--- src/rtl/posit_accum_scheduler_pkg.sv ---
// Shared types for the posit accumulation scheduler: FSM state encoding and
// the denormalized operand word forwarded to the accumulator.
package posit_defines;

  typedef enum logic [1:0] {
    IDLE   = 2'd0,
    GRANT  = 2'd1,
    STREAM = 2'd2
  } sched_state_t;

  // Field widths sized for an 8-bit posit: scale covers the regime plus
  // exponent range, fraction holds the bits below the hidden one.
  localparam int PD_SCALE_W = 6;
  localparam int PD_FRAC_W  = 5;

  typedef struct packed {
    logic                         sign;
    logic                         zero;
    logic                         nar;
    logic signed [PD_SCALE_W-1:0] scale;
    logic [PD_FRAC_W-1:0]         frac;
    logic                         guard;
    logic                         round;
    logic                         sticky;
  } pd_word_t;

  localparam int PD_W = $bits(pd_word_t);

endpackage

--- src/rtl/posit_accum_scheduler_tag_fifo.sv ---
// Tag FIFO: remembers which requester owns each window in flight so the
// final sum can be labelled. Push when full and pop when empty are ignored.
module posit_sched_tag_fifo #(
  parameter int W     = 2,
  parameter int DEPTH = 4
) (
  input  logic         clk,
  input  logic         rst_n,
  input  logic         push,
  input  logic [W-1:0] push_data,
  input  logic         pop,
  output logic [W-1:0] head,
  output logic         full,
  output logic         empty
);

  localparam int AW = (DEPTH > 1) ? $clog2(DEPTH) : 1;

  logic [W-1:0]  mem [DEPTH];
  logic [AW-1:0] wr_ptr;
  logic [AW-1:0] rd_ptr;
  logic [AW:0]   count;
  logic          do_push;
  logic          do_pop;

  assign full    = (count == (AW+1)'(DEPTH));
  assign empty   = (count == '0);
  assign do_push = push & ~full;
  assign do_pop  = pop & ~empty;
  assign head    = mem[rd_ptr];

  // Storage array; contents are don't-care while the entry is not valid.
  always_ff @(posedge clk) begin
    if (do_push) mem[wr_ptr] <= push_data;
  end

  // Pointers and occupancy; simultaneous push and pop leave count unchanged.
  always_ff @(posedge clk) begin
    if (!rst_n) begin
      wr_ptr <= '0;
      rd_ptr <= '0;
      count  <= '0;
    end else begin
      if (do_push) wr_ptr <= wr_ptr + 1'b1;
      if (do_pop)  rd_ptr <= rd_ptr + 1'b1;
      case ({do_push, do_pop})
        2'b10:   count <= count + 1'b1;
        2'b01:   count <= count - 1'b1;
        default: count <= count;
      endcase
    end
  end

endmodule

--- src/rtl/posit_accum_scheduler.sv ---
// Posit accumulation scheduler: round-robin grants whole operand windows from
// N_REQ requesters to one accumulator and labels each final sum with the
// owning requester id. Optional protocol checking: POSIT_SCHED_ERR_CHECK_EN.
//
// Handshake: every stream uses rts (valid) / rtr (ready). A beat transfers on
// a rising edge where both are high; a sender holds rts and payload stable
// until then, and rtr may depend combinationally on rts.
module posit_accum_scheduler
  import posit_defines::*;
#(
  parameter int N_REQ       = 4,
  parameter int POSIT_WIDTH = 8,
  parameter int POSIT_ES    = 0,
  parameter int TAG_DEPTH   = 4
) (
  input  logic                       clk,
  input  logic                       rst_n,
  input  logic [N_REQ-1:0]           req_rts_i,
  input  logic [N_REQ-1:0]           req_sow_i,
  input  logic [N_REQ-1:0]           req_eow_i,
  input  logic [N_REQ*PD_W-1:0]      req_data_i,
  output logic [N_REQ-1:0]           req_rtr_o,
  output logic                       acc_rts_o,
  output logic                       acc_sow_o,
  output logic                       acc_eow_o,
  output logic [PD_W-1:0]            acc_data_o,
  input  logic                       acc_rtr_i,
  input  logic                       res_rts_i,
  input  logic                       res_eow_i,
  input  logic [POSIT_WIDTH-1:0]     res_data_i,
  output logic                       res_rtr_o,
  output logic                       out_rts_o,
  output logic [POSIT_WIDTH-1:0]     out_data_o,
  output logic [$clog2(N_REQ)-1:0]   out_id_o,
  input  logic                       out_rtr_i,
  output logic                       err_o,
  output sched_state_t               dbg_state_o,
  output logic [$clog2(N_REQ)-1:0]   dbg_rr_ptr_o
);

  localparam int ID_W = $clog2(N_REQ);

  if (N_REQ < 2 || N_REQ > 16 || POSIT_ES < 0 || POSIT_ES > POSIT_WIDTH - 3) begin : g_bad_cfg
    $error("posit_accum_scheduler: unsupported parameter combination");
  end

  sched_state_t    state_q, state_d;
  logic [ID_W-1:0] gnt_q, gnt_d;
  logic [ID_W-1:0] rr_ptr_q, rr_ptr_d;
  logic [ID_W-1:0] arb_id;
  logic            arb_found;
  logic            beat_xfer;
  logic            fifo_push, fifo_pop, fifo_full, fifo_empty;
  logic [ID_W-1:0] fifo_head;
  int              idx;

  assign dbg_state_o  = state_q;
  assign dbg_rr_ptr_o = rr_ptr_q;

  // Round-robin search for a requester opening a window, starting at rr_ptr.
  always_comb begin
    arb_found = 1'b0;
    arb_id    = '0;
    idx       = 0;
    for (int i = 0; i < N_REQ; i++) begin
      idx = int'(rr_ptr_q) + i;
      if (idx >= N_REQ) idx = idx - N_REQ;
      if (!arb_found && req_rts_i[idx] && req_sow_i[idx]) begin
        arb_found = 1'b1;
        arb_id    = ID_W'(idx);
      end
    end
  end

  // Combinational forwarding of the granted requester while streaming.
  always_comb begin
    acc_rts_o  = 1'b0;
    acc_sow_o  = 1'b0;
    acc_eow_o  = 1'b0;
    acc_data_o = '0;
    req_rtr_o  = '0;
    if (state_q == STREAM) begin
      acc_rts_o         = req_rts_i[gnt_q];
      acc_sow_o         = req_sow_i[gnt_q];
      acc_eow_o         = req_eow_i[gnt_q];
      acc_data_o        = req_data_i[gnt_q*PD_W +: PD_W];
      req_rtr_o[gnt_q]  = acc_rtr_i;
    end
  end

  assign beat_xfer = acc_rts_o & acc_rtr_i;

  // Next-state logic: one arbitration cycle, then stream until eow transfers.
  always_comb begin
    state_d   = state_q;
    gnt_d     = gnt_q;
    rr_ptr_d  = rr_ptr_q;
    fifo_push = 1'b0;
    case (state_q)
      IDLE: begin
        if (arb_found && !fifo_full) begin
          gnt_d   = arb_id;
          state_d = GRANT;
        end
      end
      GRANT: begin
        fifo_push = 1'b1;
        state_d   = STREAM;
      end
      STREAM: begin
        if (beat_xfer && acc_eow_o) begin
          state_d  = IDLE;
          rr_ptr_d = (gnt_q == ID_W'(N_REQ - 1)) ? '0 : gnt_q + 1'b1;
        end
      end
      default: state_d = IDLE;
    endcase
  end

  // FSM, grant and round-robin registers.
  always_ff @(posedge clk) begin
    if (!rst_n) begin
      state_q  <= IDLE;
      gnt_q    <= '0;
      rr_ptr_q <= '0;
    end else begin
      state_q  <= state_d;
      gnt_q    <= gnt_d;
      rr_ptr_q <= rr_ptr_d;
    end
  end

  // Result path: partial sums are swallowed, final sums leave with their tag.
  always_comb begin
    out_rts_o  = res_rts_i & res_eow_i;
    res_rtr_o  = res_eow_i ? out_rtr_i : 1'b1;
    out_data_o = out_rts_o ? res_data_i : '0;
    out_id_o   = out_rts_o ? fifo_head : '0;
    fifo_pop   = out_rts_o & out_rtr_i & ~fifo_empty;
  end

  posit_sched_tag_fifo #(
    .W     (ID_W),
    .DEPTH (TAG_DEPTH)
  ) u_tag_fifo (
    .clk       (clk),
    .rst_n     (rst_n),
    .push      (fifo_push),
    .push_data (gnt_q),
    .pop       (fifo_pop),
    .head      (fifo_head),
    .full      (fifo_full),
    .empty     (fifo_empty)
  );

`ifdef POSIT_SCHED_ERR_CHECK_EN
  logic first_q;
  logic err_q;

  // Sticky error: sow after the first beat of a window, or a final sum with no tag.
  always_ff @(posedge clk) begin
    if (!rst_n) begin
      first_q <= 1'b0;
      err_q   <= 1'b0;
    end else begin
      if (state_q == GRANT) first_q <= 1'b1;
      else if (beat_xfer)   first_q <= 1'b0;
      if ((beat_xfer && acc_sow_o && !first_q) || (out_rts_o && fifo_empty))
        err_q <= 1'b1;
    end
  end

  assign err_o = err_q;
`else
  assign err_o = 1'b0;
`endif

endmodule

--- config.mk ---
export PLATFORM = sky130hd
export DESIGN_NAME = posit_accum_scheduler
export DESIGN_NICKNAME = d
export VERILOG_FILES = /design/src/rtl/posit_accum_scheduler_pkg.sv /design/src/rtl/posit_accum_scheduler_tag_fifo.sv /design/src/rtl/posit_accum_scheduler.sv
export SDC_FILE = /design/constraint.sdc
export NUM_CORES = 1
export LEC_CHECK = 0
export CAP_MARGIN = 20
export CORE_MARGIN = 5
export CORE_UTILIZATION = 36
export CTS_CLUSTER_SIZE = 20
export DETAILED_ROUTE_END_ITERATION = 12
export GPL_ROUTABILITY_DRIVEN = 0
export MAX_ROUTING_LAYER = met4
export PLACE_DENSITY = 0.82
export SLEW_MARGIN = 20
export SYNTH_ARGS = -nofsm -noshare
export SYNTH_HDL_FRONTEND = slang
export SYNTH_SLANG_ARGS = --single-unit
export TNS_END_PERCENT = 30
--- constraint.sdc ---
create_clock -name clk -period 2.18 [get_ports clk]
set_input_delay 0.218 -clock clk [delete_from_list [all_inputs] [get_ports clk]]
set_output_delay 0.218 -clock clk [all_outputs]
set_load 0.02 [all_outputs]
**Word level (Yosys, flattened, before mapping)**

Memory sizes are Yosys's and may differ from the RTL's. A register that Yosys moved wholly into a read port is not among the register bits.
Index checks and enable logic that the tools add are counted.

- Word-level logic and storage cells: 130
- Output and inout port bits: 41
- Memories kept: 1
- Bits in writable memories: 8
- Flip-flop bits (word level): 13

Memory list:

| name | depth | width | rd ports | clocked after Yosys merged registers in | write ports | RTL line | text |
|---|---|---|---|---|---|---|---|
| u_tag_fifo.mem | 4 | 2 | 1 | 1 | 1 | posit_accum_scheduler_tag_fifo.sv:19 | `logic [W-1:0] mem [DEPTH];` |

- Bitwise gates (word level): 9
- Shift operators: 1
- Eq/ne operators: 8
- Multipliers: 1
- Multiplexer cells: 62
- Reduce and logical (&&, ||, !) cells: 20
- Order comparisons: 10
- $add $sub $neg: 12

Operator list:

| operator | count |
|---|---|
| 32-bit by 4-bit less-than comparator with 1-bit output (second input constant) | 4 |
| 32-bit 2-to-1 mux | 4 |
| 68-bit by 8-bit variable part select with 17-bit output | 1 |
| 1-bit 2-to-1 mux | 31 |
| 1-bit binary-select mux with 2-bit select | 11 |
| 2-bit 2-to-1 mux | 10 |
| 17-bit 2-to-1 mux | 1 |
| 3-bit by 3-bit subtractor with 4-bit output (second input constant) | 3 |
| 1-bit logical AND | 10 |
| 3-bit greater-or-equal comparator (second input constant) | 3 |
| 8-bit 2-to-1 mux | 1 |
| 2-bit by 5-bit multiplier with 7-bit output (second input constant) | 1 |
| 2-bit by 1-bit adder with 2-bit output (second input constant) | 3 |
| 2-bit by 2-bit adder with 3-bit output (second input constant) | 2 |
| 1-bit bitwise AND | 6 |
| 2-bit equality test (second input constant) | 3 |
| 2-bit case mux with 3 select lines | 1 |
| 3-bit case mux with 2 select lines | 1 |
| 2-bit AND reduction | 3 |
| 4-bit bitwise AND | 1 |
| 2-bit by 1-bit equality test with 1-bit output (second input constant) | 2 |
| 1-bit logical NOT | 4 |
| 4-bit 2-to-1 mux | 1 |
| 2-bit by 3-bit subtractor with 4-bit output (second input constant) | 1 |
| other kinds (14) | 15 |

**Longest topological paths before layout**

Gate-level depths: netlist of run 1.

- Depth after elaboration: 22
- Gate-level depth with buffers: 9
- Gate-level depth less buffers: 9

**Cells and area by module**

From an unflattened synthesis of run 1, not the netlist that was laid out.

- Cells, all modules: 180
- Area, all modules: 1989.4 um^2

By module, submodules not included:

| module | sequential area each (um^2) | cells an instance | area an instance (um^2) | instances |
|---|---|---|---|---|
| posit_accum_scheduler | 120.1 | 116 | 1209.9 | 1 |
| posit_sched_tag_fifo | 420.4 | 64 | 779.5 | 1 |

**Least setup slack after synthesis of run 1**

No wires, ideal clock.

- Path kind: reg-to-reg
- Start: register u_tag_fifo.count[0]
- End: register u_tag_fifo.count[2]
- Setup slack: 0.206 ns
- Buffers on the path: 0
- Data required time: 2.104 ns
- Library setup time: 0.076 ns
- Data arrival time: 1.899 ns
- Stages on the path, launching flop included: 10
- Cells stage by stage: dfxtp_1 -> nor3b_2 -> nor3b_2 -> inv_1 -> ha_1 -> inv_1 -> fa_1 -> xor2_1 -> or3_1 -> a21boi_0

- Cells in the longest elaborated chain, start to end: 6
- Elaborated cells on any way between the ends: 13

RTL lines:

| element | RTL line | text |
|---|---|---|
| start, declared | posit_accum_scheduler_tag_fifo.sv:22 | `logic [AW:0] count;` |
| start signal, assigned | posit_accum_scheduler_tag_fifo.sv:47 | `2'b10: count <= count + 1'b1;` |
| start signal, assigned | posit_accum_scheduler_tag_fifo.sv:48 | `2'b01: count <= count - 1'b1;` |
| start signal, assigned | posit_accum_scheduler_tag_fifo.sv:49 | `default: count <= count;` |
| 3-bit logical NOT | posit_accum_scheduler_tag_fifo.sv:27 | `assign empty = (count == '0);` |
| 1-bit inverter | posit_accum_scheduler_tag_fifo.sv:29, posit_accum_scheduler.sv:139 |  |
| 1-bit bitwise AND | posit_accum_scheduler.sv:139 | `fifo_pop = out_rts_o & out_rtr_i & ~fifo_empty;` |
| 1-bit bitwise AND | posit_accum_scheduler_tag_fifo.sv:29 | `assign do_pop = pop & ~empty;` |
| 2-bit by 1-bit equality test with 1-bit output or 2-bit equality test (tied branches) | posit_accum_scheduler_tag_fifo.sv:46 | `case ({do_push, do_pop})` |
| 3-bit case mux with 2 select lines or 2-bit nonzero test (tied branches) | - |  |

Several ways; a longest one is shown, not always the timed one.
A chain may end at the register's enable or synchronous reset.

**Worst setup path in the final report of run 1**

- Start: register gnt_q[0]
- End: output acc_rts_o

- Cells in the longest elaborated chain, start to end: 3

RTL lines:

| element | RTL line | text |
|---|---|---|
| start, declared | posit_accum_scheduler.sv:48 | `logic [ID_W-1:0] gnt_q, gnt_d;` |
| start signal, assigned | posit_accum_scheduler.sv:128 | `gnt_q <= gnt_d;` |
| 1-bit binary-select mux with 2-bit select | posit_accum_scheduler.sv:83 | `acc_rts_o = req_rts_i[gnt_q];` |
| 1-bit 2-to-1 mux (implied by the code) | posit_accum_scheduler.sv:83 |  |
| 1-bit 2-to-1 mux | posit_accum_scheduler.sv:82 | `if (state_q == STREAM) begin` |
| end, declared | posit_accum_scheduler.sv:23 | `output logic acc_rts_o,` |

Every way passes these cells. The select of a mux whose other input is x is not followed.

==> results of run 1 <==
[registers in the layout (all words and copies together), names as in the netlist, named ones only]
name	flops
dbg_state_o	2
u_tag_fifo.count	3
u_tag_fifo.mem	8
u_tag_fifo.wr_ptr	2
u_tag_fifo.rd_ptr	2
gnt_q	2
dbg_rr_ptr_o	2
[logic make-up after synthesis]
kind of cell    count (synthesis)  share of synthesized area, %
compound gates                 16                          6.23
simple gates                   79                          24.4
flops                          23                          28.0
fa+ha+maj                      10                          6.87
xor+xnor                        4                          1.82
mux                            23                          26.4
other cells                     1                         0.194
buf+inv                        20                          6.10
[power by group]
group          leakage [nW]  internal (mW)  switching, mW  total [mW]
Combinational          1.20          0.400          0.262       0.662
Sequential            0.198          0.476         0.0276       0.503
Clock                0.0255          0.128          0.132       0.259
[synthesized netlist by cell type (2+ instances only)]
cell / count / share of area, %
sky130_fd_sc_hd__buf_6: 5 / 2.9
sky130_fd_sc_hd__edfxtp_1: 8 / 12
sky130_fd_sc_hd__nand3_1: 7 / 1.8
sky130_fd_sc_hd__nor3b_2: 2 / 1.3
sky130_fd_sc_hd__a21boi_0: 2 / 0.78
sky130_fd_sc_hd__o21ai_0: 3 / 0.78
sky130_fd_sc_hd__xor2_1: 2 / 0.91
sky130_fd_sc_hd__dfxtp_1: 15 / 16
sky130_fd_sc_hd__o21ai_1: 2 / 0.52
sky130_fd_sc_hd__and2_1: 32 / 10
sky130_fd_sc_hd__clkbuf_1: 3 / 0.58
sky130_fd_sc_hd__nand2_1: 11 / 2.1
sky130_fd_sc_hd__nor2b_1: 2 / 0.65
sky130_fd_sc_hd__and3_1: 13 / 4.2
sky130_fd_sc_hd__inv_1: 9 / 1.8
sky130_fd_sc_hd__nor2_1: 4 / 0.78
sky130_fd_sc_hd__a22oi_1: 2 / 0.78
sky130_fd_sc_hd__ha_1: 9 / 5.8
sky130_fd_sc_hd__xnor2_1: 2 / 0.91
sky130_fd_sc_hd__mux4_2: 21 / 25
[per-stage QoR]
stage	cells	TNS (ns)	hold WS, ns	cell area [µm²]
2_1_floorplan	176	0	0.412	1930
3_3_place_gp	382	-0.0105	0.487	3420
3_5_place_dp	382	-0.109	0.489	3420
4_1_cts	386	0	0.502	3440
5_1_grt	386	0	0.546	3450
6_report	386	0	0.504	3450
[layer usage]
| layer | vias up | global-route usage [%] | routed length [µm] |
|---|---|---|---|
| met2 | 95 | 34.8 | 3410 |
| met5 | - | - | 0 |
| met1 | 899 | 18.7 | 2310 |
| met3 | 6 | 3.56 | 441 |
| met4 | 0 | 4.46 | 69 |
| li1 | 923 | - | - |
[final cells by class]
class | count | area share [%]
timing repair buffer | 147 | 42.4
tap | 70 | 2.54
clock inverter | 1 | 0.145
inverter | 9 | 0.978
sequential | 23 | 15.8
multi-input combinational | 133 | 37.0
clock buffer | 3 | 1.20
[tightest hold or removal path: cells and delay by family (launching register included)]
family           cells  cell delay (ns)
AND/OR/NAND/NOR      1             0.07
AO/OA/AOI/OAI        1             0.06
flip-flops           1             0.34
[worst min-delay path by stage]
| stage | start | to | cells past startpoint |
|---|---|---|---|
| 2_1_floorplan | acc_rtr_i | dbg_rr_ptr_o[1] | 2 |
| 3_3_place_gp | dbg_rr_ptr_o[0] | dbg_rr_ptr_o[0] | 2 |
| 3_5_place_dp | dbg_rr_ptr_o[0] | dbg_rr_ptr_o[0] | 2 |
| 4_1_cts | dbg_rr_ptr_o[0] | dbg_rr_ptr_o[0] | 2 |
| 5_1_grt | dbg_rr_ptr_o[0] | dbg_rr_ptr_o[0] | 2 |
| 6_report | dbg_rr_ptr_o[0] | dbg_rr_ptr_o[0] | 2 |
[what timing repair did]
action | CTS | global route
gates resized for setup | 20 | 6
pin swaps | 0 | 1
endpoints found under the hold margin | 0 | 0
endpoints found under the setup margin | 20 | 2
==> reports/qor.csv, run 1 <==
stage,metric,value,unit
floorplan,effective utilization at floorplan,37.3,%
floorplan,floorplan core area,0.00517,mm²
setup_path,r2r worst-path depth,9,
placed_design,Place WS,-0.109,ns
setup_path,startpoint of the worst register-to-register path,u_tag_fifo.count[2],
setup_path,critical path's top delay family,multiplexers,
finish,combined flip-flop and latch cell area,546,µm²
sta,share of the cycle needed by the critical path after routing,95.9,%
setup_path,required time at the worst-slack endpoint,1.96,ns
setup_path,longest individual stage delay on the worst path,0.52,ns
sta,clock skew,0.00468,ns
synthesis,flop and latch count out of synthesis,23,
detailed_routing,First DRT Iteration DRCs,73,
finish,fraction of layout cells with a size suffix above 1,15.5,%
finish,"leading cell type in the layout, fill and taps excluded",sky130_fd_sc_hd__clkdlybuf4s50_1,
sta,max-slew violation count,0,
placed_design,HPWL Detailed,5380,µm
finish,"commonest non-fill, non-tap cells in the layout","112 x sky130_fd_sc_hd__clkdlybuf4s50_1, 32 x sky130_fd_sc_hd__and2_1, 21 x sky130_fd_sc_hd__mux4_2, 20 x sky130_fd_sc_hd__dlygate4sd2_1, 13 x sky130_fd_sc_hd__and3_1",
floorplan,I/O pin cnt,135,
finish,net total in the final layout,421,
cts,clock tree from TritonCTS,built,
placed_design,I/O Buffers,133,
setup_path,worst r2r dst,u_tag_fifo.count[2],
min_path,hold crit path type,reg2reg,
setup_path,Worst Path Buf+Inv,2,
sta,clock period minus worst slack,2.09,ns
cts,Worst-Skew Late Latency,0.26,ns
cts,clock sinks,23,
cts,"CTS clk-pin slew, worst paths",0.08,ns
setup_path,total stage count of the critical path,4,
floorplan,die footprint,0.00692,mm²
cts,post-CTS setup buffers,0,
sta,Slew Limit Headroom,64.0,%
setup_path,CP max FO,11,
detailed_routing,vias per cell,4.98,
synthesis,post-synthesis async set-or-reset flop share,0,%
setup_path,crit path cell chain,buf_12 > mux4_2 > and2_2 > dlygate4sd2_1,
power,power per unit of standard cell area,412,mW/mm²
synthesis,part of the Yosys area used for sequential elements,28.0,%
cts,buffer levels on the longest clock path,2,
synthesis,Mapped Area,0.00193,mm²
cts,Num CTS Buffers,3,
sta,unrepaired setup endpoints after global routing,false,
setup_path,CP max stage cell,sky130_fd_sc_hd__mux4_2,
synthesis,most used flip-flop cell after synthesis,sky130_fd_sc_hd__dfxtp_1,
sta,post-route setup slack,0.0899,ns
setup_path,category of the worst setup path launch point,flip-flop,
finish,multi-input gate area in the final layout,0.00128,mm²
global_route,wire length of the first global-routing pass,9920,µm
synthesis,Synth Warn #,0,
detailed_routing,number of vias after detailed routing,1923,
sta,total of endpoints with negative setup slack in the final report,0,
finish,ant diodes,0,
cts,H-tree depth reported by CTS,1,
synthesis,number of cells produced by synthesis,176,
sta,highest clock frequency the design can meet,478,MHz
synthesis,unique cell type count in the Yosys netlist,42,
global_route,number of global-route vias before repair,2118,
synthesis,Synthesized Nets,280,
cts,buffer cell driving the clock tree root,sky130_fd_sc_hd__clkbuf_8,
global_route,initial antenna violation count,0,
floorplan,height of the die,83.2,µm
finish,Final Core Density,66.8,%
detailed_routing,residual DRC count,0,
setup_path,CP arrival,1.87,ns
floorplan,Chip Width,83.2,µm
power,largest vdd supply drop,0.000230,V
setup_path,slack of the worst reg-to-reg path,0.15,ns
finish,post-synthesis to final-layout area growth,79.1,%
setup_path,start-to-end type of the worst setup path,reg2out,
sta,measured slew at the worst slew-check pin,0.539,ns
setup_path,launching element of the worst setup path,gnt_q[0],
synthesis,mean instance size in the synthesized netlist,11.0,µm²
floorplan,Site Rows,26,
run,Maximum Capacitance Violations,0,
setup_path,crit path capture,acc_rts_o,
detailed_routing,mean routed wirelength per cell,16.1,µm
global_route,largest net degree at the start of global routing,29,
setup_path,critical path capture point type,output port,
cts,cts hold-fix bufs,0,
global_route,Global Route Usage Sum,18.1,%
global_route,total gr overflow,0,
run_status,outcome,completed,
detailed_routing,remaining antenna violation count after routing,0,
synthesis,number of synthesized flops with an enable pin,8,
detailed_routing,number of search-and-repair iterations in the first detailed-routing pass,4,
finish,number of filler cells placed in the layout,384,
power,overall power of the completed layout,1.42,mW
detailed_routing,"wirelength, routed",6230,µm
power,leakage power,1.42,nW
sta,number of failing hold endpoints at the final stage,0,
No activity file was read; power rests on OpenSTA's default activity.
==> inputs of run 2 (changes only) <==
--- a/config.mk
+++ b/config.mk
@@ -12,9 +12,10 @@
 export DETAILED_ROUTE_END_ITERATION = 12
 export GPL_ROUTABILITY_DRIVEN = 0
 export MAX_ROUTING_LAYER = met4
-export PLACE_DENSITY = 0.82
+export PLACE_DENSITY = 0.81
 export SLEW_MARGIN = 20
 export SYNTH_ARGS = -nofsm -noshare
 export SYNTH_HDL_FRONTEND = slang
+export SYNTH_HIERARCHICAL = 1
 export SYNTH_SLANG_ARGS = --single-unit
 export TNS_END_PERCENT = 30
==> run 2 against run 1 <==
Combinational power hardly changed. Sequential share of layout area is 0.77 points lower. Worst setup slack better by 0.021 ns. Fmax is 1.0% higher. First-iteration DRC count is 70% higher. Die area is 2.7% higher. Cell area is 4.4% higher. Count of clock-buffer cells in the layout is 1 higher. Clock power hardly changed. Synthesized cell count is 2.3% higher. Highest routed layer unchanged. Synthesized area is 3.1% higher.
==> reports/qor.csv, run 2 <==
stage,metric,value,unit
sta,clock skew,0.00373,ns
power,largest vdd supply drop,0.000264,V
global_route,initial antenna violation count,0,
cts,buffer cell driving the clock tree root,sky130_fd_sc_hd__clkbuf_8,
placed_design,Place WS,-0.349,ns
finish,"commonest non-fill, non-tap cells in the layout","109 x sky130_fd_sc_hd__clkdlybuf4s50_1, 27 x sky130_fd_sc_hd__and2_1, 20 x sky130_fd_sc_hd__dlygate4sd2_1, 19 x sky130_fd_sc_hd__mux4_2, 18 x sky130_fd_sc_hd__buf_4",
power,switching part of the total,28.8,%
synthesis,main area contributors after synthesis,"sky130_fd_sc_hd__mux4_2 22%, sky130_fd_sc_hd__dfxtp_1 15%, sky130_fd_sc_hd__edfxtp_1 12%",
setup_path,CP arrival,1.85,ns
power,sequential cell fraction of total power,34.8,%
finish,ant diodes,0,
finish,number of cells in the finished layout apart from fillers,399,
sta,number of failing hold endpoints at the final stage,0,
min_path,Hold Path Origin,u_tag_fifo/rd_ptr[1],
min_path,hold crit path type,reg2reg,
finish,Finished Cell Area,0.00361,mm²
setup_path,critical path capture point type,output port,
floorplan,Chip Width,84.3,µm
synthesis,leading cell types by count after synthesis,"27 x sky130_fd_sc_hd__and2_1, 19 x sky130_fd_sc_hd__mux4_2, 15 x sky130_fd_sc_hd__dfxtp_1",
placed_design,HPWL Detailed,5360,µm
setup_path,CP max FO,20,
power,power share of the clock group,18.2,%
floorplan,Site Rows,27,
detailed_routing,number of search-and-repair iterations in the first detailed-routing pass,4,
finish,fraction of layout cells with a size suffix above 1,17.7,%
detailed_routing,remaining antenna violation count after routing,0,
synthesis,most frequent cell after synthesis,sky130_fd_sc_hd__and2_1,
setup_path,crit path cell chain,buf_12 > mux4_2 > and2_1 > dlygate4sd2_1,
sta,highest clock frequency the design can meet,483,MHz
floorplan,floorplan core area,0.00544,mm²
detailed_routing,"wirelength, routed",6510,µm
finish,Final Core Density,66.3,%
synthesis,mean instance size in the synthesized netlist,11.1,µm²
setup_path,category of the worst setup path launch point,flip-flop,
power,part of the power in combinational logic,46.9,%
floorplan,I/O pin cnt,135,
cts,"CTS clk-pin slew, worst paths",0.08,ns
run,Maximum Capacitance Violations,0,
synthesis,number of cells produced by synthesis,180,
power,power per unit of standard cell area,390,mW/mm²
finish,registers with the most flip-flops,"u_tag_fifo/mem: 8 flops, u_tag_fifo/count: 3 flops",
global_route,total gr overflow,0,
synthesis,number of synthesized flops with an enable pin,8,
global_route,wire length of the first global-routing pass,10200,µm
synthesis,Mapped Area,0.00199,mm²
finish,net total in the final layout,432,
global_route,largest net degree at the start of global routing,27,
synthesis,part of the Yosys area used for sequential elements,27.2,%
detailed_routing,number of vias after detailed routing,2040,
setup_path,worst r2r dst,u_tag_fifo/count[2],
setup_path,startpoint of the worst register-to-register path,u_tag_fifo/count[1],
floorplan,height of the die,84.3,µm
setup_path,start-to-end type of the worst setup path,reg2out,
run_status,outcome,completed,
min_path,Hold Path Stages,2,
finish,most flop-heavy register,u_tag_fifo/mem,
detailed_routing,residual DRC count,0,
detailed_routing,First DRT Iteration DRCs,124,
setup_path,slack of the worst reg-to-reg path,0.16,ns
global_route,Global Route Usage Sum,18.2,%
power,leakage power,1.52,nW
setup_path,CP max stage cell,sky130_fd_sc_hd__mux4_2,
cts,Worst-Skew Late Latency,0.26,ns
setup_path,r2r worst-path depth,9,
cts,cts hold-fix bufs,0,
power,net switching component of the power,0.405,mW
power,Internal Power,1.00,mW
sta,post-route setup slack,0.111,ns
synthesis,flop and latch count out of synthesis,23,
sta,clock period minus worst slack,2.07,ns
finish,"leading cell type in the layout, fill and taps excluded",sky130_fd_sc_hd__clkdlybuf4s50_1,
finish,post-synthesis to final-layout area growth,81.3,%
sta,max-slew violation count,0,
synthesis,Synth Warn #,6,
finish,Largest register FFs,8,
synthesis,most used flip-flop cell after synthesis,sky130_fd_sc_hd__dfxtp_1,
synthesis,post-synthesis async set-or-reset flop share,0,%
floorplan,effective utilization at floorplan,36.6,%
cts,H-tree depth reported by CTS,1,
sta,total of endpoints with negative setup slack in the final report,0,
cts,clock sinks,23,
cts,clock tree from TritonCTS,built,
placed_design,I/O Buffers,133,
cts,buffer levels on the longest clock path,2,
setup_path,longest individual stage delay on the worst path,0.51,ns
placed_design,Placed Instances,394,
power,overall power of the completed layout,1.41,mW
floorplan,die footprint,0.00711,mm²
synthesis,proportion of netlist area held by the largest area contributor,21.5,%
detailed_routing,mean routed wirelength per cell,16.3,µm
setup_path,required time at the worst-slack endpoint,1.96,ns
cts,Num CTS Buffers,3,
synthesis,cell type contributing the most total cell area after synthesis,sky130_fd_sc_hd__mux4_2,
detailed_routing,vias per cell,5.11,
global_route,number of global-route vias before repair,2108,
synthesis,unique cell type count in the Yosys netlist,47,
placed_design,Placed Area,0.00355,mm²
synthesis,Synthesized Nets,284,
sta,share of the cycle needed by the critical path after routing,94.9,%
## run 2: area by class of cell
class | instances | area, µm²
sequential | 23 | 542
timing repair buffer | 155 | 1530
tap | 72 | 90.1
multi-input combinational | 136 | 1370
fill | 425 | 1830
clock buffer | 4 | 45.0
inverter | 9 | 33.8
## run 2: cells by family (layout without fill, tap and decap cells)
group	count (synthesis)	in the layout	synth area share [%]
simple gates	80	80	25.4
mux	24	24	26.5
flops	23	23	27.2
buf+inv	21	168	5.35
compound gates	19	19	7.86
fa+ha+maj	10	10	6.67
xor+xnor	2	2	0.881
other cells	1	1	0.188
## run 2: metal layers
layer / global-route usage, % / share of wire [%] / routed length (µm)
met1: 19.6 / 38 / 2450
met2: 32.4 / 53 / 3460
met3: 3.93 / 5.6 / 367
met4: 7.19 / 3.4 / 223
met5: - / 0 / 0
## run 2: worst max path at each step
stage	from	depth (start not counted)	end
CTS	res_rts_i	10	u_tag_fifo/count[2]
detailed placement	res_rts_i	10	u_tag_fifo/count[2]
floorplan	u_tag_fifo/count[0]	9	u_tag_fifo/count[2]
finish	gnt_q[0]	4	acc_data_o[0]
global route	res_rts_i	10	u_tag_fifo/count[2]
global placement	res_rts_i	10	u_tag_fifo/count[2]
## run 2: per-stage QoR
step	TNS, ns	hold slack [ns]
global route	-0.0151	0.520
global placement	-0.359	0.471
CTS	-0.0242	0.497
detailed placement	-0.458	0.486
finish	0	0.491
floorplan	0	0.340
## run 2: timing repair
action | CTS | global route
setup endpoints to repair | 21 | 5
setup buffers | 0 | 1
hold endpoints to repair | 0 | 0
resized for setup | 22 | 9
pin swaps | 0 | 1
cloned | 0 | 0
## run 2: power groups by stage
stage / combinational (mW) / sequential [mW] / clock (mW)
4_1_cts: 0.660 / 0.490 / 0.266
5_1_grt: 0.715 / 0.492 / 0.284
6_report: 0.660 / 0.490 / 0.256
3_5_place_dp: 0.674 / 0.499 / 0
3_3_place_gp: 0.660 / 0.498 / 0
2_1_floorplan: 0.313 / 0.503 / 0
## run 2: critical path, delay by kind of cell, from the launching register on
| kind | cells | cell delay (ns) |
|---|---|---|
| multiplexers | 1 | 0.51 |
| buffers and inverters | 2 | 0.51 |
| AND/OR/NAND/NOR | 1 | 0.18 |
| flip-flops | 1 | 0.38 |
